**src/rtl/macc_pkg.sv**
```systemverilog
// Shared types, default widths and output narrowing helper for the MAC window stage.
// Optional build macro MACC_SAT_EN selects saturating narrowing in macc_accum.
package macc_pkg;

  localparam int DATA_W_DEF     = 8;
  localparam int ACC_W_DEF      = 20;
  localparam int OUT_W_DEF      = 16;
  localparam int KERNEL_LEN_DEF = 9;

  localparam logic [OUT_W_DEF-1:0] OUT_MAX = {1'b0, {(OUT_W_DEF-1){1'b1}}};
  localparam logic [OUT_W_DEF-1:0] OUT_MIN = {1'b1, {(OUT_W_DEF-1){1'b0}}};

  typedef enum logic [1:0] {
    IDLE  = 2'd0,
    ACCUM = 2'd1,
    HOLD  = 2'd2
  } state_t;

  // Clamp a signed value into the range of a w-bit two's-complement word.
  function automatic longint saturate(input longint v, input int w);
    longint hi;
    longint lo;
    hi = (longint'(1) <<< (w - 1)) - longint'(1);
    lo = -(longint'(1) <<< (w - 1));
    if (v > hi) begin
      return hi;
    end
    if (v < lo) begin
      return lo;
    end
    return v;
  endfunction

endpackage

```
**src/rtl/macc_accum_if.sv**
```systemverilog
// Stream-in / result-out handshake bundle between the MAC stage and its neighbours.
// master drives pairs and accepts results; slave is the MAC stage itself.
interface macc_accum_if
  import macc_pkg::*;
#(
  parameter int DATA_W = DATA_W_DEF,
  parameter int OUT_W  = OUT_W_DEF
);

  logic signed [OUT_W-1:0]  bias;
  logic                     in_valid;
  logic                     in_ready;
  logic signed [DATA_W-1:0] act;
  logic signed [DATA_W-1:0] wgt;
  logic                     out_valid;
  logic                     out_ready;
  logic signed [OUT_W-1:0]  val_out;
  logic                     busy;

  modport master (
    output bias, in_valid, act, wgt, out_ready,
    input  in_ready, out_valid, val_out, busy
  );

  modport slave (
    input  bias, in_valid, act, wgt, out_ready,
    output in_ready, out_valid, val_out, busy
  );

endinterface

```
**src/rtl/macc_mult.sv**
```systemverilog
// Combinational signed DATA_W x DATA_W multiplier producing a full 2*DATA_W product.
module macc_mult
  import macc_pkg::*;
#(
  parameter int DATA_W = DATA_W_DEF
) (
  input  logic signed [DATA_W-1:0]   i_a,
  input  logic signed [DATA_W-1:0]   i_b,
  output logic signed [2*DATA_W-1:0] o_p
);

  assign o_p = i_a * i_b;

endmodule

```
**src/rtl/macc_accum.sv**
```systemverilog
// Signed multiply-accumulate over KERNEL_LEN pairs plus bias; one registered result per window.
// Define MACC_SAT_EN to clamp the result to OUT_W bits instead of wrapping.
module macc_accum
  import macc_pkg::*;
#(
  parameter int DATA_W     = DATA_W_DEF,
  parameter int ACC_W      = ACC_W_DEF,
  parameter int OUT_W      = OUT_W_DEF,
  parameter int KERNEL_LEN = KERNEL_LEN_DEF
) (
  input  logic        clk,
  input  logic        rst_n,
  macc_accum_if.slave s
);

  localparam int CNT_W = (KERNEL_LEN > 1) ? $clog2(KERNEL_LEN) : 1;

  state_t                    r_state;
  logic [CNT_W-1:0]          r_cnt;
  logic signed [ACC_W-1:0]   r_acc;
  logic signed [OUT_W-1:0]   r_val_out;
  logic                      r_out_valid;
  logic                      r_busy;

  logic signed [2*DATA_W-1:0] w_prod;
  logic signed [ACC_W-1:0]    w_prod_ext;
  logic signed [ACC_W-1:0]    w_bias_ext;
  logic signed [ACC_W-1:0]    w_acc_next;
  logic signed [OUT_W-1:0]    w_val_next;
  logic                       w_in_ready;
  logic                       w_accept;
  logic                       w_last;

  macc_mult #(
    .DATA_W (DATA_W)
  ) u_mult (
    .i_a (s.act),
    .i_b (s.wgt),
    .o_p (w_prod)
  );

  assign w_in_ready = (r_state != HOLD);
  assign w_accept   = s.in_valid && w_in_ready;
  assign w_last     = (r_cnt == CNT_W'(KERNEL_LEN - 1));

  assign w_prod_ext = {{(ACC_W - 2*DATA_W){w_prod[2*DATA_W-1]}}, w_prod};
  assign w_bias_ext = {{(ACC_W - OUT_W){s.bias[OUT_W-1]}}, s.bias};

  // The first pair of a window seeds the sum with bias instead of the stale accumulator.
  assign w_acc_next = ((r_cnt == '0) ? w_bias_ext : r_acc) + w_prod_ext;

`ifdef MACC_SAT_EN
  assign w_val_next = OUT_W'(saturate(longint'(w_acc_next), OUT_W));
`else
  assign w_val_next = w_acc_next[OUT_W-1:0];
`endif

  always_ff @(posedge clk or negedge rst_n) begin
    if (!rst_n) begin
      r_state     <= IDLE;
      r_cnt       <= '0;
      r_acc       <= '0;
      r_val_out   <= '0;
      r_out_valid <= 1'b0;
      r_busy      <= 1'b0;
    end else begin
      case (r_state)
        IDLE, ACCUM: begin
          if (w_accept) begin
            r_acc <= w_acc_next;
            if (w_last) begin
              // Result is registered on the same edge that enters HOLD.
              r_state     <= HOLD;
              r_cnt       <= '0;
              r_val_out   <= w_val_next;
              r_out_valid <= 1'b1;
              r_busy      <= 1'b0;
            end else begin
              r_state <= ACCUM;
              r_cnt   <= r_cnt + CNT_W'(1);
              r_busy  <= 1'b1;
            end
          end
        end
        HOLD: begin
          if (s.out_ready) begin
            r_state     <= IDLE;
            r_out_valid <= 1'b0;
          end
        end
        default: begin
          r_state     <= IDLE;
          r_cnt       <= '0;
          r_out_valid <= 1'b0;
          r_busy      <= 1'b0;
        end
      endcase
    end
  end

  assign s.in_ready  = w_in_ready;
  assign s.out_valid = r_out_valid;
  assign s.val_out   = r_val_out;
  assign s.busy      = r_busy;

endmodule

```
**src/flat_wrapper.sv**
```systemverilog
// flat-port wrapper written by rule: the top's interface ports become plain ports
module macc_accum_flat import macc_pkg::*;
#(
  parameter int DATA_W     = DATA_W_DEF,
  parameter int ACC_W      = ACC_W_DEF,
  parameter int OUT_W      = OUT_W_DEF,
  parameter int KERNEL_LEN = KERNEL_LEN_DEF
)
  (clk, rst_n, s_bias, s_in_valid, s_act, s_wgt, s_out_ready, s_in_ready, s_out_valid, s_val_out, s_busy);
  macc_accum_if #(.DATA_W(DATA_W), .OUT_W(OUT_W)) s_i ();
  input  logic clk;
  input  logic rst_n;
  input wire logic [$bits(s_i.bias)-1:0] s_bias;
  input wire logic [$bits(s_i.in_valid)-1:0] s_in_valid;
  input wire logic [$bits(s_i.act)-1:0] s_act;
  input wire logic [$bits(s_i.wgt)-1:0] s_wgt;
  input wire logic [$bits(s_i.out_ready)-1:0] s_out_ready;
  output wire logic [$bits(s_i.in_ready)-1:0] s_in_ready;
  output wire logic [$bits(s_i.out_valid)-1:0] s_out_valid;
  output wire logic [$bits(s_i.val_out)-1:0] s_val_out;
  output wire logic [$bits(s_i.busy)-1:0] s_busy;
  assign s_i.bias = s_bias;
  assign s_i.in_valid = s_in_valid;
  assign s_i.act = s_act;
  assign s_i.wgt = s_wgt;
  assign s_i.out_ready = s_out_ready;
  assign s_in_ready = s_i.in_ready;
  assign s_out_valid = s_i.out_valid;
  assign s_val_out = s_i.val_out;
  assign s_busy = s_i.busy;
  macc_accum #(.DATA_W(DATA_W), .ACC_W(ACC_W), .OUT_W(OUT_W), .KERNEL_LEN(KERNEL_LEN)) u_core (.clk(clk), .rst_n(rst_n), .s(s_i));
endmodule
```
**config.mk**
```make
export PLATFORM = sky130hd
export DESIGN_NAME = macc_accum_flat
export DESIGN_NICKNAME = d
export VERILOG_FILES = /design/src/rtl/macc_pkg.sv /design/src/rtl/macc_accum_if.sv /design/src/rtl/macc_mult.sv /design/src/rtl/macc_accum.sv /design/src/flat_wrapper.sv
export SDC_FILE = /design/constraint.sdc
export NUM_CORES = 1
export LEC_CHECK = 0
export CAP_MARGIN = 20
export CORE_UTILIZATION = 50
export CTS_CLUSTER_SIZE = 20
export DETAILED_ROUTE_END_ITERATION = 7
export PLACE_DENSITY_LB_ADDON = 0.12
export SLEW_MARGIN = 15
export SYNTH_ARGS = -nofsm -noshare
export SYNTH_HDL_FRONTEND = slang
export SYNTH_SLANG_ARGS = --single-unit
```
**constraint.sdc**
```tcl
create_clock -name clk -period 6.3 [get_ports clk]
set_input_delay 1.26 -clock clk [delete_from_list [all_inputs] [get_ports clk]]
set_output_delay 1.26 -clock clk [all_outputs]
set_load 0.005 [all_outputs]
```
# Yosys cells after proc, flatten, opt, wreduce, memory -nomap -nowiden

Index checks and enable logic that the tools add are counted.

Memory bits (read-only): 0
Memories kept: 0
Word-level logic and storage cells: 41
Bits of input ports: 36
Latch bits: 0
RAM bits: 0
Output and inout bits: 19
Register bits after elaboration: 44

Equal/unequal tests: 7
Magnitude comparators: 0
Shift operators: 0
Multipliers: 1
Bitwise logic cells: 1
Reductions and logical operators: 9
Add/subtract/negate cells: 2
Mux-type cells: 15
Div/mod/pow operators: 0

Operators with widths:

| cell                                                   | number |
|---|---|
| adder 20 x 16 -> 20 bit                                | 1 |
| two-way mux 20 bit                                     | 1 |
| multiplier 8 x 8 -> 16 bit                             | 1 |
| two-way mux 4 bit                                      | 2 |
| one-hot mux 4 bit (2 select lines)                     | 1 |
| two-way mux 2 bit                                      | 3 |
| AND reduction 2 bit                                    | 3 |
| AND reduction 3 bit                                    | 2 |
| two-way mux 1 bit                                      | 5 |
| adder 4 x 1 -> 4 bit (second input constant)           | 1 |
| equality test 4 bit (second input constant)            | 1 |
| zero test 4 bit                                        | 1 |
| inequality test 2 x 1 -> 1 bit (second input constant) | 2 |
| inequality test 2 bit (second input constant)          | 2 |
| one-hot mux 1 bit (2 select lines)                     | 2 |
| one-hot mux 2 bit (2 select lines)                     | 1 |
| equality test 2 x 1 -> 1 bit (second input constant)   | 1 |
| equality test 2 bit (second input constant)            | 1 |
| zero test 2 bit                                        | 1 |
| OR reduction 2 bit                                     | 1 |
| logical AND 1 bit                                      | 1 |
| NOT 1 bit                                              | 1 |

# Depth between registers and ports, before layout

Gate-level depths: netlist of the first run.

Depth after elaboration: 4
Depth in mapped cells: 23

# Hierarchy

Synthesis of the first run repeated with hierarchy kept, for this count alone.

Cells, all modules: 595
Area total of the unflattened synthesis: 5267.6 µm²

Modules (own cells, without submodules):

| module     | instances | cells an instance | area each (µm²) |
|---|---|---|---|
| macc_accum | 1         | 306               | 2723.9 |
| macc_mult  | 1         | 289               | 2543.7 |

# Worst setup path after synthesis of the first run

No wires, ideal clock.

Path type: in2reg
Start point: in s_wgt[0]
End point: reg u_core.r_val_out[14], in the netlist u_core.s.val_out[14]
Path slack: 0.806 ns
Buffers on the path: 0
Arrival time: 5.362 ns
Stages: 15
Required time: 6.168 ns
Path through: and2_1 -> inv_1 -> fa_1 -> inv_1 -> fa_1 -> fa_1 -> fa_1 -> fa_1 -> ha_1 -> a21o_1 -> a21oi_1 -> a32oi_1 -> a31oi_1 -> xor2_1 -> o21ai_0

Cells in the longest elaborated chain, start to end: 2

RTL lines:

| item                       | RTL line           | text |
|---|---|---|
| start: declaration         | flat_wrapper.sv:16 | `input wire logic [$bits(s_i.wgt)-1:0] s_wgt;` |
| multiplier 8 x 8 -> 16 bit | macc_mult.sv:12    | `assign o_p = i_a * i_b;` |
| adder 20 x 16 -> 20 bit    | macc_accum.sv:50   | `assign w_acc_next = ((r_cnt == '0) ? w_bias_ext : r_acc) + w_prod_ext;` |
| end signal: assignment     | macc_accum.sv:75   | `r_val_out <= w_val_next;` |
| end: declaration           | macc_accum.sv:21   | `logic signed [OUT_W-1:0] r_val_out;` |

No other way between the ends.
A chain may end at the register's enable or synchronous reset.

# Worst setup path after layout of the first run

Start point: in s_wgt[4]
End point: reg u_core.r_val_out[15], in the netlist u_core.s.val_out[15]

The elaborated chain is that of the path after synthesis.

==> results of run 1 <==
## flip-flops by register name (all words and copies together) (netlist names)
name                count
u_core.s.out_valid      1
u_core.s.busy           1
u_core.r_state          2
u_core.s.val_out       16
u_core.r_acc           16
u_core.r_cnt            4
## metal layers
| layer | wire, um | share of wire (%) |
|---|---|---|
| met1 | 4180 | 45 |
| met2 | 4800 | 52 |
| met3 | 250 | 2.7 |
| met4 | 73 | 0.78 |
| met5 | 0 | 0 |
## worst max-delay path, delay by kind of cell
kind / cells / cell delay (ns)
fa+ha+maj: 6 / 2.88
buf+inv: 3 / 0.65
compound gates: 5 / 0.86
xor+xnor: 1 / 0.16
simple gates: 1 / 0.25
## final timing paths
| kind | slack [ns] | startpoint | depth (start not counted) | end |
|---|---|---|---|---|
| setup / recovery | 0.38 | s_wgt[4] | 16 | u_core.s.val_out[15] |
| hold / removal | 0.47 | u_core.r_acc[0] | 2 | u_core.r_acc[0] |
| setup reg to reg | 0.85 | u_core.r_cnt[0] | 20 | u_core.s.val_out[14] |
| hold reg to reg | 0.47 | u_core.r_acc[0] | 2 | u_core.r_acc[0] |
| max in group asynchronous | 4.65 | rst_n | 1 | u_core.r_acc[0] |
| min in group asynchronous | 1.08 | rst_n | 1 | u_core.r_acc[13] |
## final cells by class
cell class	instances	area (um2)	area share, %
Inverter	87	327	6.04
Tap cell	108	135	2.50
Clock inverter	2	10.0	0.185
Sequential cell	40	1000	18.5
Multi-Input combinational cell	334	3240	60.0
Clock buffer	6	82.6	1.53
Timing Repair Buffer	64	611	11.3
## cells in the final DEF, fill, tap and decap left out, drive strengths merged
cell,Yosys,final
clkbuf,5,6
mux2i,13,13
mux2,9,9
and3,1,1
and2,32,32
a21oi,7,7
o21a,1,1
dfrtp,40,40
xor2,7,7
nor3,1,1
a31oi,3,3
a32oi,1,1
fa,71,71
buf,3,11
nor3b,2,2
o21ai,33,33
a211oi,2,2
a22o,1,1
inv,87,87
nor2,11,11
nand2,67,67
and3b,1,1
ha,39,39
o2111ai,1,1
xnor2,15,15
nor2b,2,2
clkdlybuf4s50,0,53
clkinv,0,2
o21bai,1,1
a21o,6,6
nand2b,7,7
## kinds of logic (layout without fill, tap and decap cells)
| logic type | after synthesis | in the layout | share of synthesized area [%] |
|---|---|---|---|
| DFF | 40 | 40 | 21.7 |
| muxes | 22 | 22 | 5.02 |
| buffers and inverters | 95 | 159 | 7.95 |
| adders and majority gates | 110 | 110 | 41.4 |
| and+or+nand+nor | 124 | 124 | 12.8 |
| AOI/OAI and AO/OA | 56 | 56 | 6.95 |
| xor gates and xnor gates | 22 | 22 | 4.18 |
## metrics by stage
step | instance area, um2 | instances | hold slack (ns) | setup slack, ns | util, %
floorplan | 4610 | 469 | 0.442 | 0.806 | -
global placement | 5320 | 633 | 0.460 | 0.158 | 60.4
detailed placement | 5320 | 633 | 0.459 | 0.0402 | 60.4
CTS | 5410 | 641 | 0.477 | 0.360 | 61.4
global route | 5410 | 641 | 0.512 | 0.0376 | 61.4
finish | 5410 | 641 | 0.473 | 0.378 | 61.4
==> impl_metrics.yaml, run 1 <==
run_status:
  outcome: "finished with violations"
  failed_checks: "DRC"
setup_path:
  cp_slowest_stage_delay_ns: 0.55
  crit_slowest_cell: "clkdlybuf4s50_1"
  cp_cell_sequence: "clkdlybuf4s50_1 -> and2_1 -> fa_1 -> inv_1 -> fa_1 -> inv_1 -> fa_1 -> fa_1 -> fa_1 -> ha_1 -> o21ai_0 -> o21ai_0 -> a31oi_1 -> a21oi_1 -> xnor2_1 -> o21ai_1"
  critical_path_arrival_ns: 6.07
  crit_top_cell: "fa_1"
  critPathCaptureType: "register"
  startpoint_type: "primary input"
  cp.required_ns: 6.45
  cp_max_fo: 8
  setup.worst_path.class: "in2reg"
die:
  ios: 55
  rows: 34
  start_util_pct: 52.4
  die_w_um: 98.0
  die_area_um2: 9610
  core_um2: 8810
  fp.dieH_um: 98.0
logic_synthesis:
  synth_edf_count: 0
  synthFlopType: "dfrtp_1"
  synth_nets: 615
  async_flop_share_pct: 100
  syn_avg_cell_area_um2: 9.83
  yosysSeqAreaShare_pct: 21.7
  syn_inst: 469
  ys_seq_elements: 40
  yosys-top-cells-area: "fa_1 (31%), dfrtp_1 (22%), ha_1 (11%)"
  synth_cell_types: 32
  synth_most_common_cell: "inv_1"
  synthTopCellsByCount: "inv_1 (87), fa_1 (71), nand2_1 (67), dfrtp_1 (40), ha_1 (39)"
  syn_area_um2: 4610
  synth_top_area_cell: "fa_1"
  synth_top_area_share_pct: 30.8
  yosys_warnings: 0
sta:
  skew_ns: 0.00796
  fin_crit_ns: 5.92
  maxSlewHeadroom_pct: 32.9
  setup_viol: 0
  fin_tns_setup_ns: 0
  tightest_slew_ns: 1.01
  fmax_mhz: 169
  hold_violations: 0
  final.period_utilization_pct: 94.0
  maxSlewViolCount: 0
  grt_setup_unrepaired: "no"
clock_tree:
  clock_path_buffers: 2
  tritoncts: "built"
  post_cts_resize_count: 0
  cts.sinks: 40
  cts_root_buf: "clkbuf_8"
  clock_latency_ns: 0.29
  post_cts_buffers: 0
  htree_levels: 2
  numCtsBuffers: 5
  clkTransAtPathRegs_ns: 0.08
  cts_hold_buf: 0
grt:
  grtUsageMet2_pct: 35.5
  grt_pass1_wl_mm: 16.0
  grt_max_degree: 41
  antenna_found_initial: 0
  busiest_layer: "met2"
  grt_pass1_vias: 3412
  grt_util_met1_pct: 29.0
  overflow: 0
  grt_use_met3_pct: 2.86
  grtUsageTotal_pct: 21.0
cells_and_area:
  fillCellCount: 803
  num_antenna_cells: 0
  syn2layout_area_growth_pct: 17.3
  drive_gt1_share_pct: 5.44
  finalNetCount: 678
placed_design:
  place_hpwl_mm: 7.88
  routabilityCongestion: 0.812
  io_buffers: 54
run:
  cap_violations: 0
detailed_routing:
  detail-route-antenna-nets: 0
  drt_iter0_drc: 172
  post-route-drc-count: 5
  vias_per_cell: 5.15
  vias: 3298
  firstDrtPassIters: 6
  routed_wl_mm: 9.30
  wire_per_inst_um: 14.5
hold_path:
  hold_path.class: "reg2reg"
Power of run 1 is not shown: default switching activity piles up to over one toggle a cycle in this logic, so the estimate is an artifact.
==> inputs of run 2 (changes only) <==
--- a/config.mk
+++ b/config.mk
@@ -9,6 +9,7 @@
 export CORE_UTILIZATION = 50
 export CTS_CLUSTER_SIZE = 20
 export DETAILED_ROUTE_END_ITERATION = 7
+export GPL_TIMING_DRIVEN = 0
 export PLACE_DENSITY_LB_ADDON = 0.12
 export SLEW_MARGIN = 15
 export SYNTH_ARGS = -nofsm -noshare
==> run 2 against run 1 <==
The run still ends with DRC left. Sequential cell count unchanged. Global-route usage rose by 0.84 points. Worst setup slack lost 0.098 ns. Utilization increased by 0.23 points. Clock skew shrank 0.0037 ns.
==> impl_metrics.yaml, run 2 (synthesis gave the netlist of run 1 again) <==
run_status:
  outcome: "finished with violations"
  failed_checks: "DRC"
setup_path:
  r2r-start: "u_core.r_cnt[0]"
  setup.worst_path.class: "in2reg"
  critical_path_arrival_ns: 6.18
  critPathCaptureType: "register"
  crit_path_start: "s_wgt[4]"
  startpoint_type: "primary input"
  critPathCapture: "u_core.s.val_out[14]"
  reg2reg_slack_ns: 0.49
  worstRegToRegCells: 21
  cp_max_fo: 8
  cp.required_ns: 6.46
  r2r-end: "u_core.s.val_out[14]"
clock_tree:
  clock_latency_ns: 0.29
  clkTransAtPathRegs_ns: 0.07
  clock_path_buffers: 2
  numCtsBuffers: 5
  htree_levels: 2
  cts_root_buf: "clkbuf_8"
  cts.sinks: 40
  tritoncts: "built"
grt:
  grt_pass1_wl_mm: 16.5
  grt_max_degree: 29
  grt_pass1_vias: 3509
  grtUsageTotal_pct: 21.8
  overflow: 0
  antenna_found_initial: 0
detailed_routing:
  post-route-drc-count: 5
  vias_per_cell: 5.14
  routed_wl_mm: 9.46
  detail-route-antenna-nets: 0
  drt_iter0_drc: 120
  wire_per_inst_um: 14.7
  firstDrtPassIters: 6
  vias: 3304
sta:
  hold_violations: 0
  hold-worst-slack_ns: 0.475
  tightest_slew_ns: 0.464
  maxSlewHeadroom_pct: 69.1
  maxSlewViolCount: 0
  grt_setup_unrepaired: "no"
  fmax_mhz: 166
  fin_crit_ns: 6.02
  skew_ns: 0.00428
  fin_tns_setup_ns: 0
  final.period_utilization_pct: 95.6
  setup_viol: 0
cells_and_area:
  final_common_cell: "inv_1"
  final_util_pct: 61.7
  syn2layout_area_growth_pct: 17.7
  finalNetCount: 680
  num_antenna_cells: 0
  instances_no_fill: 643
  drive_gt1_share_pct: 4.86
  mostFrequentLayoutCells: "inv_1 (85), fa_1 (71), nand2_1 (67)"
die:
  fp.dieH_um: 98.0
  die_area_um2: 9610
  ios: 55
  rows: 34
  start_util_pct: 52.4
  die_w_um: 98.0
  core_um2: 8810
placed_design:
  dp_cells: 632
  place_hpwl_mm: 8.18
  io_buffers: 54
  routabilityCongestion: 0.782
run:
  cap_violations: 0
hold_path:
  hold_path.class: "reg2reg"
[run 2: worst min-delay path by stage]
stage | endpoint | startpoint | depth (start not counted) | slack [ns]
detailed placement | u_core.r_acc[7] | u_core.r_acc[7] | 2 | 0.47
finish | u_core.r_acc[7] | u_core.r_acc[7] | 2 | 0.48
CTS | u_core.r_acc[7] | u_core.r_acc[7] | 2 | 0.48
global route | u_core.r_acc[0] | u_core.r_acc[0] | 2 | 0.50
global placement | u_core.r_acc[7] | u_core.r_acc[7] | 2 | 0.46
floorplan | u_core.r_acc[0] | u_core.r_acc[0] | 2 | 0.44
[run 2: final cells by class]
type                    count  area [um2]
plain buffers               8        40.0
clock buffers               8        90.1
fillers                   755        3380
inverters                  87         334
multi-input cells         334        3240
flip-flops and latches     40        1000
well taps                 108         135
repair buffers             58         586
[run 2: per-stage QoR]
step / cell area, um2 / setup WS, ns
6_report: 5430 / 0.280
5_1_grt: 5430 / 0.00698
4_1_cts: 5400 / 0.0859
3_5_place_dp: 5300 / -0.319
3_3_place_gp: 5290 / -0.231
2_1_floorplan: 4610 / 0.806
[run 2: critical path, cell delays in order]
cell	delay, ns
clkdlybuf4s50_1	0.56
and2_1	0.26
fa_1	0.54
inv_1	0.05
fa_1	0.47
inv_1	0.06
fa_1	0.51
fa_1	0.54
fa_1	0.43
ha_1	0.35
a21o_1	0.18
a21oi_1	0.19
a32oi_1	0.17
a31oi_1	0.23
xor2_1	0.24
o21ai_0	0.13
[run 2: timing repair]
action / CTS / global route
hold buffers: 0 / 0
setup endpoints to repair: 3 / 6
hold endpoints to repair: 0 / 0
resized for setup: 1 / 5
buffers inserted: 1 / 2
[run 2: per-layer routing]
metal	global-route usage [%]	routed length [um]	vias up
li1	-	-	1578
met1	29.6	4110	1680
met2	38.4	5090	44
met3	2.79	246	2
met4	2.91	15	0
met5	0	0	-
Power of run 2 is left out for the same reason.
